--- src/rtl/fetch_ctrl.sv ---
// Fetch-stage sequencer: owns the PC, runs the imem req/ack handshake, feeds IF/ID,
// composes the pipeline stall vector and applies branch/exception redirects.
//
// state | meaning
// IDLE  | post-reset, no request outstanding; moves to REQ next edge
// REQ   | imem_req high, imem_addr = pc held until imem_ack
// HOLD  | fetched word parked in buf_inst/buf_pc while IF is stalled
module fetch_ctrl #(
  parameter logic [31:0] RESET_VEC = 32'h00000000,
  parameter logic [31:0] EXC_VEC   = 32'h00000020
) (
  input  logic        clk,
  input  logic        rst,
  input  logic        stall_req_id,
  input  logic        stall_req_ex,
  input  logic        stall_req_mem,
  input  logic        br_valid,
  input  logic [31:0] br_target,
  input  logic        exc_valid,
  output logic        imem_req,
  output logic [31:0] imem_addr,
  input  logic        imem_ack,
  input  logic [31:0] imem_rdata,
  output logic        if_valid,
  output logic [31:0] if_inst,
  output logic [31:0] if_pc,
  output logic [5:0]  stall,
  output logic        flush
);

  typedef enum logic [1:0] {
    IDLE = 2'd0,
    REQ  = 2'd1,
    HOLD = 2'd2
  } state_t;

  state_t      state, state_n;
  logic [31:0] pc, pc_n;
  logic        kill, kill_n;
  logic        kill_exc, kill_exc_n;
  logic [31:0] tgt, tgt_n;
  logic [31:0] buf_inst, buf_inst_n;
  logic [31:0] buf_pc, buf_pc_n;
  logic        if_valid_n;
  logic [31:0] if_inst_n, if_pc_n;
  logic        flush_n;

  logic        stall_if;
  logic        redirect;
  logic [31:0] redir_tgt;
  logic [31:0] kill_tgt;

  assign stall_if  = stall_req_id | stall_req_ex | stall_req_mem;
  assign redirect  = br_valid | exc_valid;
  assign redir_tgt = exc_valid ? EXC_VEC : br_target;

  // Where the PC goes when a killed fetch finally acks; a same-cycle redirect
  // still counts, but a branch may not displace a pending exception target.
  always_comb begin
    kill_tgt = tgt;
    if (exc_valid) begin
      kill_tgt = EXC_VEC;
    end else if (br_valid && !kill_exc) begin
      kill_tgt = br_target;
    end
  end

  assign imem_req  = (state == REQ) && !rst;
  assign imem_addr = pc;

  always_comb begin
    stall = 6'b000000;
    if (!rst) begin
      if (stall_req_mem) begin
        stall = 6'b011111;
      end else if (stall_req_ex) begin
        stall = 6'b001111;
      end else if (stall_req_id) begin
        stall = 6'b000111;
      end else if ((state == REQ) && !imem_ack) begin
        stall = 6'b000011;
      end
    end
  end

  always_comb begin
    state_n    = state;
    pc_n       = pc;
    kill_n     = kill;
    kill_exc_n = kill_exc;
    tgt_n      = tgt;
    buf_inst_n = buf_inst;
    buf_pc_n   = buf_pc;
    if_valid_n = 1'b0;
    if_inst_n  = if_inst;
    if_pc_n    = if_pc;
    flush_n    = exc_valid;

    case (state)
      IDLE: begin
        state_n = REQ;
        if (redirect) begin
          pc_n = redir_tgt;
        end
      end

      REQ: begin
        if (imem_ack) begin
          if (kill) begin
            pc_n       = kill_tgt;
            kill_n     = 1'b0;
            kill_exc_n = 1'b0;
          end else if (redirect) begin
            pc_n = redir_tgt;
          end else begin
            pc_n = pc + 32'd4;
            if (stall_if) begin
              buf_inst_n = imem_rdata;
              buf_pc_n   = pc;
              state_n    = HOLD;
            end else begin
              if_valid_n = 1'b1;
              if_inst_n  = imem_rdata;
              if_pc_n    = pc;
            end
          end
        end else if (redirect) begin
          // Address must stay put until ack, so the redirect is deferred.
          if (!kill) begin
            kill_n     = 1'b1;
            tgt_n      = redir_tgt;
            kill_exc_n = exc_valid;
          end else if (exc_valid) begin
            tgt_n      = EXC_VEC;
            kill_exc_n = 1'b1;
          end else if (!kill_exc) begin
            tgt_n = br_target;
          end
        end
      end

      HOLD: begin
        if (redirect) begin
          pc_n    = redir_tgt;
          state_n = REQ;
        end else if (!stall_if) begin
          if_valid_n = 1'b1;
          if_inst_n  = buf_inst;
          if_pc_n    = buf_pc;
          state_n    = REQ;
        end
      end

      default: begin
        state_n = IDLE;
      end
    endcase

    if (exc_valid) begin
      if_valid_n = 1'b0;
    end
  end

  always_ff @(posedge clk) begin
    if (rst) begin
      state    <= IDLE;
      pc       <= RESET_VEC;
      kill     <= 1'b0;
      kill_exc <= 1'b0;
      tgt      <= 32'h0;
      buf_inst <= 32'h0;
      buf_pc   <= 32'h0;
      if_valid <= 1'b0;
      if_inst  <= 32'h0;
      if_pc    <= 32'h0;
      flush    <= 1'b0;
    end else begin
      state    <= state_n;
      pc       <= pc_n;
      kill     <= kill_n;
      kill_exc <= kill_exc_n;
      tgt      <= tgt_n;
      buf_inst <= buf_inst_n;
      buf_pc   <= buf_pc_n;
      if_valid <= if_valid_n;
      if_inst  <= if_inst_n;
      if_pc    <= if_pc_n;
      flush    <= flush_n;
    end
  end

endmodule
--- config.mk ---
export PLATFORM = sky130hd
export DESIGN_NAME = fetch_ctrl
export DESIGN_NICKNAME = d
export VERILOG_FILES = /design/src/rtl/fetch_ctrl.sv
export SDC_FILE = /design/constraint.sdc
export NUM_CORES = 1
export LEC_CHECK = 0
export ABC_CLOCK_PERIOD_IN_PS = 6600
export CAP_MARGIN = 25
export CORE_MARGIN = 8
export CORE_UTILIZATION = 40
export DETAILED_ROUTE_END_ITERATION = 10
export GPL_ROUTABILITY_DRIVEN = 0
export PLACE_DENSITY = 0.62
export RECOVER_POWER = 50
export SETUP_SLACK_MARGIN = 0.2
export SLEW_MARGIN = 20
export SYNTH_ARGS = -nofsm -noshare
export SYNTH_HDL_FRONTEND = slang
export SYNTH_SLANG_ARGS = --single-unit
--- constraint.sdc ---
create_clock -name clk -period 6.6 [get_ports clk]
set_clock_uncertainty 0.15 [all_clocks]
set_input_delay 1.98 -clock clk [delete_from_list [all_inputs] [get_ports clk]]
set_output_delay 1.98 -clock clk [all_outputs]
set_load 0.03 [all_outputs]
==> results.sh <==
export IMPL_timing_worst_setup_path_type="in -> out"
export IMPL_clk_latency_ns=0.43
export IMPL_via_count=8454
export IMPL_synthMostInstantiatedCell="sky130_fd_sc_hd__dfxtp_1"
export IMPL_clock_tree_from_tritoncts="built"
export IMPL_cts_post_setup_buffers_inserted=0
export IMPL_synth_edff_count=0
export IMPL_netlist_cell_type_count=73
export IMPL_critPathMostFrequentCell="sky130_fd_sc_hd__clkdlybuf4s50_1"
export IMPL_postSynthAreaPerCell_um2=8.33
export IMPL_drt_total_wl_mm=27.8
export IMPL_worst_ir_drop_on_vdd_mv=0.130
export IMPL_post_route_cell_area_um2=11600
export IMPL_maximum_clock_path_buffer_count=2
export IMPL_effective_utilization_at_floorplan_pct=40.7
export IMPL_synth_seq_area_share_pct=43.1
export IMPL_synth_area_um2=9210
export IMPL_power_density_nw_per_um2=244
export IMPL_clk_pin_slew_worst_paths_ns=0.07
export IMPL_layout_min_cycle_time_ns=5.86
export IMPL_synthesis_instances=1105
export IMPL_nets=1285
export IMPL_slew_headroom_pct=-53.6
export IMPL_number_of_global_route_vias_before_repair=7642
export IMPL_cts_hold_buffers=0
export IMPL_area_growth_synth_to_final_pct=25.9
export IMPL_post_synth_main_area_contributors="sky130_fd_sc_hd__dfxtp_1 43%, sky130_fd_sc_hd__mux2i_1 8.0%, sky130_fd_sc_hd__nand2_1 6.8%"
export IMPL_cp_slowest_cell="sky130_fd_sc_hd__clkdlybuf4s50_1"
export IMPL_timing_setup_tns_ns=0
export IMPL_io_pins=177
export IMPL_critical_path_endpoint_type="output pin"
export IMPL_worst_endpoint_required_ns=4.47
export IMPL_htree_num_levels=4
export IMPL_violations="max-capacitance violations, max-slew violations"
export IMPL_drt_iter0_drc=664
export IMPL_ys_top_cells_by_count="198 x sky130_fd_sc_hd__dfxtp_1, 167 x sky130_fd_sc_hd__nand2_1, 120 x sky130_fd_sc_hd__nor2_1"
export IMPL_detailedRoute_firstPassIterationCount=5
export IMPL_critical_path_cell_chain="clkdlybuf4s50_1 > nor3_2 > a21oi_1 > clkdlybuf4s50_1"
export IMPL_cts_resized=0
export IMPL_detail_route_vias_per_cell=5.61
export IMPL_crit_fanout=7
export IMPL_fmax_ghz=0.171
export IMPL_timing_hold_worst_class="reg -> reg"
export IMPL_netlist_top_cell_by_area="sky130_fd_sc_hd__dfxtp_1"
export IMPL_cap_violations=2
export IMPL_status="finished with violations"
export IMPL_p_leak_nw=3.95
export IMPL_cp_data_arrival_time_ns=3.73
export IMPL_wire_length_of_the_first_global_routing_pass_mm=43.8
export IMPL_clockRootBuffer="sky130_fd_sc_hd__clkbuf_16"
export IMPL_synth_top_cell_area_share_pct=43.1
export IMPL_numCtsBuffers=17
export IMPL_route_detailed_drc=0
export IMPL_synthesized_net_count=1181
export IMPL_period_share_pct=88.8
export IMPL_peak_per_stage_delay_on_the_critical_path_ns=0.64
export IMPL_postSynthRegisterBits=198
export IMPL_layout_drive_gt1_share_pct=5.07
export IMPL_antenna_found_initial=1
export IMPL_overflow=0
export IMPL_postRouteAntennaNets=0
export IMPL_max_slew_worst_pin_slew_ns=2.30
export IMPL_global_route_usage_over_all_layers_pct=19.3
export IMPL_final_hold_violation_count=0
export IMPL_placed_cell_area_um2=11000
export IMPL_worstSetupStartpointType="input port"
export IMPL_die_h_um=168
export IMPL_grt_max_degree=98
export IMPL_rows=55
export IMPL_dominantRegCellSynth="sky130_fd_sc_hd__dfxtp_1"
export IMPL_setup_viol=0
export IMPL_drv_slew=73
export IMPL_yosysWarningCount=0
export IMPL_post_dp_hpwl_mm=18.7
export IMPL_rsz0062_at_grt="false"
export IMPL_port_buffers=175
export IMPL_worst_hold_slack_ns=0.303
export IMPL_die_width_um=168
export IMPL_routedWlPerCell_um=18.4
export IMPL_core_area_um2=22600
export IMPL_async_flop_share_pct=0
export IMPL_floorplan_die_area_um2=28100
export IMPL_cts_sinks=198
placed cells by master, fill, tap and decap left out, types with 10 or more instances in the layout:
cell,n
sky130_fd_sc_hd__clkdlybuf4s50_1,74
sky130_fd_sc_hd__nand3_1,28
sky130_fd_sc_hd__dfxtp_1,198
sky130_fd_sc_hd__o21ai_0,24
sky130_fd_sc_hd__nor2_1,119
sky130_fd_sc_hd__a22oi_1,36
sky130_fd_sc_hd__nor3_1,17
sky130_fd_sc_hd__a21oi_1,106
sky130_fd_sc_hd__dlygate4sd3_1,100
sky130_fd_sc_hd__clkbuf_16,17
sky130_fd_sc_hd__a211oi_1,75
sky130_fd_sc_hd__nand2_1,167
sky130_fd_sc_hd__mux2i_1,74
sky130_fd_sc_hd__nand4_1,10
stage by stage:
stage	worst slack (ns)	util, %	total power, mW	std cells
floorplan	1.10	-	1.61	1105
global placement	0.784	48.6	1.81	1474
detailed placement	0.724	48.6	1.81	1474
CTS	0.710	51.2	2.87	1506
global route	0.655	51.2	2.95	1508
finish	0.739	51.2	2.83	1508
worst max-delay path: cells and delay by family:
kind,cells,cell delay (ns)
simple gates,1,0.50
buf+inv,2,1.09
compound gates,1,0.16
routing by layer:
metal	track usage, %	part of all wire (%)
met1	26.2	45
met2	31.0	48
met3	3.60	6.4
met4	4.85	0.77
met5	0	0
cell type report:
type / count / area, um2
diodes: 1 / 2.50
clock buffers: 18 / 439
clock inverters: 14 / 159
fillers: 2161 / 11000
inverters: 8 / 30.0
multi-input cells: 798 / 4790
flip-flops and latches: 198 / 3960
well taps: 285 / 357
repair buffers: 186 / 1850
logic make-up (layout without fill, tap and decap cells):
logic type | count (synthesis) | count (layout) | synth area share (%)
other cells | 1 | 2 | 0.0407
compound gates | 313 | 313 | 22.6
mux | 75 | 75 | 8.17
buf+inv | 109 | 226 | 5.30
simple gates | 399 | 399 | 19.7
fa+ha+maj | 4 | 4 | 0.544
xor+xnor | 6 | 6 | 0.571
flops | 198 | 198 | 43.1
where the power goes:
group / switching (mW) / total, mW / internal (mW)
Sequential: 0.0751 / 1.31 / 1.23
Combinational: 0.283 / 0.462 / 0.180
Clock: 0.508 / 1.06 / 0.553
worst paths after layout:
kind	startpoint	endpoint	slack [ns]	cells after the start
worst max-delay path	stall_req_mem	stall[0]	0.74	4
worst min-delay path	tgt[8]$_SDFFE_PP0P_	tgt[8]$_SDFFE_PP0P_	0.30	2
worst max register to register	state[1]$_SDFFE_PP0P_	if_pc[20]$_SDFFE_PP0P_	2.65	8
worst min register to register	tgt[8]$_SDFFE_PP0P_	tgt[8]$_SDFFE_PP0P_	0.30	2
flip-flops by register name, indices dropped and copies added (netlist names):
signal,count
buf_pc,32
kill,1
flush,1
state,2
if_valid,1
imem_addr,32
tgt,32
if_pc,32
kill_exc,1
if_inst,32
buf_inst,32
Power figures use the tool's default switching activity.
